`src/rtl/id_reg_reader_if.sv`:
```
// Request/acknowledge register bus between the ID reader (master) and the
// register responder (slave). Single-beat reads; data is valid alongside ack.
interface id_reg_reader_if #(
  parameter int ADDR_W = 8
) ();
  logic              rd_req;
  logic [ADDR_W-1:0] rd_addr;
  logic              rd_ack;
  logic [7:0]        rd_data;

  modport master (
    output rd_req,
    output rd_addr,
    input  rd_ack,
    input  rd_data
  );

  modport slave (
    input  rd_req,
    input  rd_addr,
    output rd_ack,
    output rd_data
  );
endinterface

```
`src/rtl/id_reg_reader.sv`:
```
// Chip-ID check requester: reads the ID register on start, compares it with
// EXPECTED_ID and retries on mismatch or timeout, reporting sticky status.
module id_reg_reader #(
  parameter logic [7:0]        EXPECTED_ID = 8'hA7,
  parameter int                ADDR_W      = 8,
  parameter logic [ADDR_W-1:0] ID_ADDR     = '0,
  parameter int                TIMEOUT     = 16,
  parameter int                MAX_TRIES   = 3
) (
  input  logic            clk,
  input  logic            rst_n,
  input  logic            start,
  id_reg_reader_if.master rd,
  output logic            busy,
  output logic            done,
  output logic            id_ok,
  output logic [7:0]      id_value,
  output logic            timeout_err,
  output logic [2:0]      tries
);

  localparam logic [7:0] TO_LAST   = 8'(TIMEOUT - 1);
  localparam logic [7:0] TO_MAX    = 8'(TIMEOUT);
  localparam logic [2:0] TRIES_MAX = 3'(MAX_TRIES);

  typedef enum logic [1:0] {
    IDLE = 2'd0,
    REQ  = 2'd1,
    EVAL = 2'd2,
    FIN  = 2'd3
  } state_t;

  state_t     state, state_next;
  logic [7:0] to_cnt;
  logic       timed_out;
  logic       match;

  // Single-cycle strobes from the next-state logic into the datapath.
  logic ld_start, take_ack, take_to, tick, retry, pass, fail;

  // NOTE: sequential state uses non-blocking assignments so every register
  // samples pre-edge values regardless of statement order.
  always_ff @(posedge clk or negedge rst_n) begin
    if (!rst_n) state <= IDLE;
    else        state <= state_next;
  end

  // NOTE: every signal assigned here gets a default first, so no path can
  // leave one unassigned and infer a latch.
  always_comb begin
    state_next = state;
    ld_start   = 1'b0;
    take_ack   = 1'b0;
    take_to    = 1'b0;
    tick       = 1'b0;
    retry      = 1'b0;
    pass       = 1'b0;
    fail       = 1'b0;
    rd.rd_req  = 1'b0;
    rd.rd_addr = '0;
    busy       = 1'b1;
    done       = 1'b0;

    case (state)
      IDLE: begin
        busy = 1'b0;
        if (start) begin
          ld_start   = 1'b1;
          state_next = REQ;
        end
      end
      REQ: begin
        rd.rd_req  = 1'b1;
        rd.rd_addr = ID_ADDR;
        // An ack on the final cycle of the window takes priority over timeout.
        if (rd.rd_ack) begin
          take_ack   = 1'b1;
          state_next = EVAL;
        end else if (to_cnt >= TO_LAST) begin
          take_to    = 1'b1;
          state_next = EVAL;
        end else begin
          tick = 1'b1;
        end
      end
      EVAL: begin
        if (match) begin
          pass       = 1'b1;
          state_next = FIN;
        end else if (tries < TRIES_MAX) begin
          retry      = 1'b1;
          state_next = REQ;
        end else begin
          fail       = 1'b1;
          state_next = FIN;
        end
      end
      FIN: begin
        done       = 1'b1;
        state_next = IDLE;
      end
      default: state_next = IDLE;
    endcase
  end

  always_ff @(posedge clk or negedge rst_n) begin
    if (!rst_n) begin
      to_cnt      <= '0;
      timed_out   <= 1'b0;
      match       <= 1'b0;
      id_ok       <= 1'b0;
      id_value    <= '0;
      timeout_err <= 1'b0;
      tries       <= '0;
    end else begin
      if (ld_start) begin
        id_ok       <= 1'b0;
        timeout_err <= 1'b0;
        tries       <= 3'd1;
        to_cnt      <= '0;
        timed_out   <= 1'b0;
        match       <= 1'b0;
      end
      if (tick) to_cnt <= to_cnt + 8'd1;
      if (take_to) begin
        // Counter parks at TIMEOUT until the next attempt clears it.
        to_cnt    <= TO_MAX;
        timed_out <= 1'b1;
        match     <= 1'b0;
      end
      if (take_ack) begin
        id_value  <= rd.rd_data;
        match     <= (rd.rd_data == EXPECTED_ID);
        timed_out <= 1'b0;
      end
      if (pass) id_ok <= 1'b1;
      if (retry) begin
        tries     <= tries + 3'd1;
        to_cnt    <= '0;
        timed_out <= 1'b0;
      end
      if (fail) begin
        id_ok       <= 1'b0;
        timeout_err <= timed_out;
      end
    end
  end

endmodule

```
`src/flat_wrapper.sv`:
```
// flat-port wrapper written by rule: the top's interface ports become plain ports
module id_reg_reader_flat 
#(
  parameter logic [7:0]        EXPECTED_ID = 8'hA7,
  parameter int                ADDR_W      = 8,
  parameter logic [ADDR_W-1:0] ID_ADDR     = '0,
  parameter int                TIMEOUT     = 16,
  parameter int                MAX_TRIES   = 3
)
  (clk, rst_n, start, busy, done, id_ok, id_value, timeout_err, tries, rd_rd_req, rd_rd_addr, rd_rd_ack, rd_rd_data);
  id_reg_reader_if #(.ADDR_W(ADDR_W)) rd_i ();
  input  logic clk;
  input  logic rst_n;
  input  logic start;
  output logic busy;
  output logic done;
  output logic id_ok;
  output logic [7:0] id_value;
  output logic timeout_err;
  output logic [2:0] tries;
  output wire logic [$bits(rd_i.rd_req)-1:0] rd_rd_req;
  output wire logic [$bits(rd_i.rd_addr)-1:0] rd_rd_addr;
  input wire logic [$bits(rd_i.rd_ack)-1:0] rd_rd_ack;
  input wire logic [$bits(rd_i.rd_data)-1:0] rd_rd_data;
  assign rd_rd_req = rd_i.rd_req;
  assign rd_rd_addr = rd_i.rd_addr;
  assign rd_i.rd_ack = rd_rd_ack;
  assign rd_i.rd_data = rd_rd_data;
  id_reg_reader #(.EXPECTED_ID(EXPECTED_ID), .ADDR_W(ADDR_W), .ID_ADDR(ID_ADDR), .TIMEOUT(TIMEOUT), .MAX_TRIES(MAX_TRIES)) u_core (.clk(clk), .rst_n(rst_n), .start(start), .rd(rd_i), .busy(busy), .done(done), .id_ok(id_ok), .id_value(id_value), .timeout_err(timeout_err), .tries(tries));
endmodule
```
`config.mk`:
```
export PLATFORM = sky130hd
export DESIGN_NAME = id_reg_reader_flat
export DESIGN_NICKNAME = d
export VERILOG_FILES = /design/src/rtl/id_reg_reader_if.sv /design/src/rtl/id_reg_reader.sv /design/src/flat_wrapper.sv
export SDC_FILE = /design/constraint.sdc
export NUM_CORES = 1
export LEC_CHECK = 0
export CAP_MARGIN = 15
export CORE_MARGIN = 2
export CORE_UTILIZATION = 40
export DETAILED_ROUTE_END_ITERATION = 7
export GPL_TIMING_DRIVEN = 0
export PLACE_DENSITY = 0.69
export SLEW_MARGIN = 20
export SYNTH_ARGS = -nofsm -noshare
export SYNTH_HDL_FRONTEND = slang
export SYNTH_SLANG_ARGS = --single-unit
```
`constraint.sdc`:
```
create_clock -name clk -period 1.7 [get_ports clk]
set_input_delay 0.34 -clock clk [delete_from_list [all_inputs] [get_ports clk]]
set_output_delay 0.34 -clock clk [all_outputs]
set_load 0.02 [all_outputs]
```
==> impl_metrics.yaml <==
sta:
  hold_viol: 8
  holdWs_ps: -2.664
  tightest_slew_ps: 546.5
  fin_crit_sh: 0.9613
  fin_crit_ps: 1634
  skew_ps: 5.273
  rsz0062_at_grt: "false"
  slew_headroom: 0.6357
  drv_slew: 0
  max_freq_mhz: 611.9
  finalSetupViolations: 0
  fin_setup_tns_ps: 0
  setup_slack_ps: 65.87
detailed_routing:
  vias: 882
  avgRoutedWirePerCell_um: 12.75
  drc_errors: 0
  dr.pass1.iters: 3
  ant_nets: 0
  drt_iter0_markers: 7
  drt_wl_total_um: 2232
  viasPerCell: 5.040
setup_path:
  endpoint_kind: "output port"
  setup.worst_path.start_class: "register"
  slowest_delay_ps: 610
  worstPathArrival_ps: 1290
  required_ps: 1360
  crit_slowest_cell: "clkdlybuf4s50_1"
  crit_type: "reg2out"
  cp_cell_sequence: "clkdlybuf4s50_1"
  worstSetupPathDepth: 1
  critPathLaunch: "u_core.id_value[2]"
  r2r-end: "u_core.to_cnt[2]"
  rr_startpoint: "u_core.state[0]"
  r2r_cells: 4
  cp_top_family: "buffers and inverters"
  r2r_slack_ps: 140
  cp_max_fo: 2
  cp_num_buf_inv: 1
synth:
  yosys.area.top_type: "dfrtp_1"
  syn_avg_cell_area_um2: 11.89
  yosysUniqueCellTypes: 42
  yosysWarnings: 0
  synth-seq-cells: 25
  synth_seq_area_share: 0.5061
  postSynthCellCount: 104
  synth_top_area_frac: 0.5061
  synth_area_leaders: "dfrtp_1, mux2_2, buf_4"
  syn_area_um2: 1236
grt:
  grt_use_met1: 0.1801
  use_met2: 0.2370
  grt-ovfl-total: 0
  antenna_found_initial: 0
  grt_usage: 0.1431
  grt_pass1_vias: 903
  use_met3: 0.04585
  busiest_layer: "met2"
  grt_first_pass_wirelength_um: 3891
  grt_max_degree: 26
finish:
  nets: 157
  area_growth_pct: 29.55
  final_common_cell: "dfrtp_1"
  mostFrequentLayoutCells: "dfrtp_1, clkdlybuf4s50_1, buf_4"
  stdcell_count: 175
  layout-drive-gt1-share: 0.2535
  n_antenna_cell: 0
die:
  io_pins: 36
  die-width_um: 59.59
  die-area_um2: 3551
  die-height_um: 59.59
  core_area_um2: 3003
  rows: 20
  start_util: 0.4117
clock_tree:
  numCtsBuffers: 3
  max-clock-path-buffers: 2
  cts.root.buffer_cell: "clkbuf_4"
  tritoncts: "yes"
  clk_latency_ps: 310
  clkTransAtPathRegs_ps: 130
  clock_sinks: 25
  hold_buffers: 0
  htree_levels: 1
outcome:
  status: "finished with violations"
  violations: "negative hold slack"
place:
  place_congestion: 0.7451
  portBuffers: 27
  dpl.hpwl_um: 1696
  dp_cells: 171
  pre_cts_ws_ps: -181.7
power_and_ir_drop:
  irDropWorstVdd_v: 0.0007281
  p_per_area_nw_per_um2: 1440
  p_leak_nw: 0.7774
run:
  maxCapViolCount: 0
min_path:
  min_path_type: "in2async"
report_power, final:
group | total (mW) | switching [mW] | internal, mW
registers | 0.895 | 0.133 | 0.762
logic | 1.15 | 0.578 | 0.574
clock network | 0.260 | 0.168 | 0.0914
metal layers:
layer | part of all wire | vias up
met3 | 0.071 | 2
met4 | 0.0054 | 0
met2 | 0.46 | 27
met5 | 0 | -
met1 | 0.46 | 413
li1 | - | 440
flip-flops by register name, indices dropped and copies added, names as in the netlist:
register and cells:
u_core.state 2, u_core.timeout_err 1, u_core.id_value 8, u_core.timed_out 1, u_core.id_ok 1, u_core.match 1
u_core.tries 3, u_core.to_cnt 8
repair_timing:
item / in CTS / in global routing
setup endpoints to repair: 5 / 9
buffers inserted: 1 / 0
gates resized for setup: 11 / 11
how the worst max path moves through the flow:
stage / end
finish: id_value[2]
floorplan: u_core.to_cnt[2]
global route: id_value[3]
global placement: u_core.to_cnt[3]
CTS: rd_rd_req
detailed placement: u_core.to_cnt[2]
kinds of logic after synthesis:
family / after synthesis / synth area share
and+or+nand+nor: 31 / 0.1852
muxes: 9 / 0.08199
buffers and inverters: 15 / 0.07287
other: 1 / 0.003034
DFF: 25 / 0.5061
AOI/OAI and AO/OA: 21 / 0.1306
adders and majority gates: 2 / 0.02024
synthesized netlist by cell type:
cell type,n
dfrtp_1,25
buf_4,8
mux2_2,8
and2_1,6
a21oi_1,5
buf_2,3
inv_1,3
nand2b_1,3
nor2b_1,3
a221o_1,2
a22o_1,2
and3_1,2
ha_1,2
nand3_1,2
nor3b_2,2
nor4_1,2
a211oi_1,1
a211oi_2,1
a21o_1,1
a31o_2,1
a41o_1,1
clkbuf_1,1
conb_1,1
mux2_1,1
nand2_1,1
nand3b_1,1
nand4b_1,1
nor2_1,1
nor3_4,1
nor3b_1,1
o211ai_1,1
o21a_1,1
o21ai_0,1
o21bai_1,1
o311ai_0,1
o31ai_1,1
o32ai_1,1
or2_2,1
or3b_1,1
or3b_2,1
or4_4,1
or4bb_1,1
layout make-up:
type | instances | area [µm²]
plain buffers | 11 | 80.08
clock buffers | 4 | 26.28
fillers | 278 | 1401
inverters | 3 | 11.26
multi-input cells | 71 | 550.5
flip-flops and latches | 25 | 626.9
well taps | 33 | 41.29
repair buffers | 28 | 265.3
stage by stage:
stage | utilization | hold WS (ps) | instance area [µm²] | power [mW]
after CTS | 0.5317 | 506.1 | 1597 | 2.316
after floorplan | - | 44.41 | 1262 | 1.605
after global placement | 0.5242 | 468.9 | 1574 | 2.051
final | 0.5333 | -2.664 | 1602 | 2.306
after detailed placement | 0.5242 | 473.1 | 1574 | 2.074
after global routing | 0.5333 | 15.45 | 1602 | 2.476
Power figures use the tool's default switching activity.
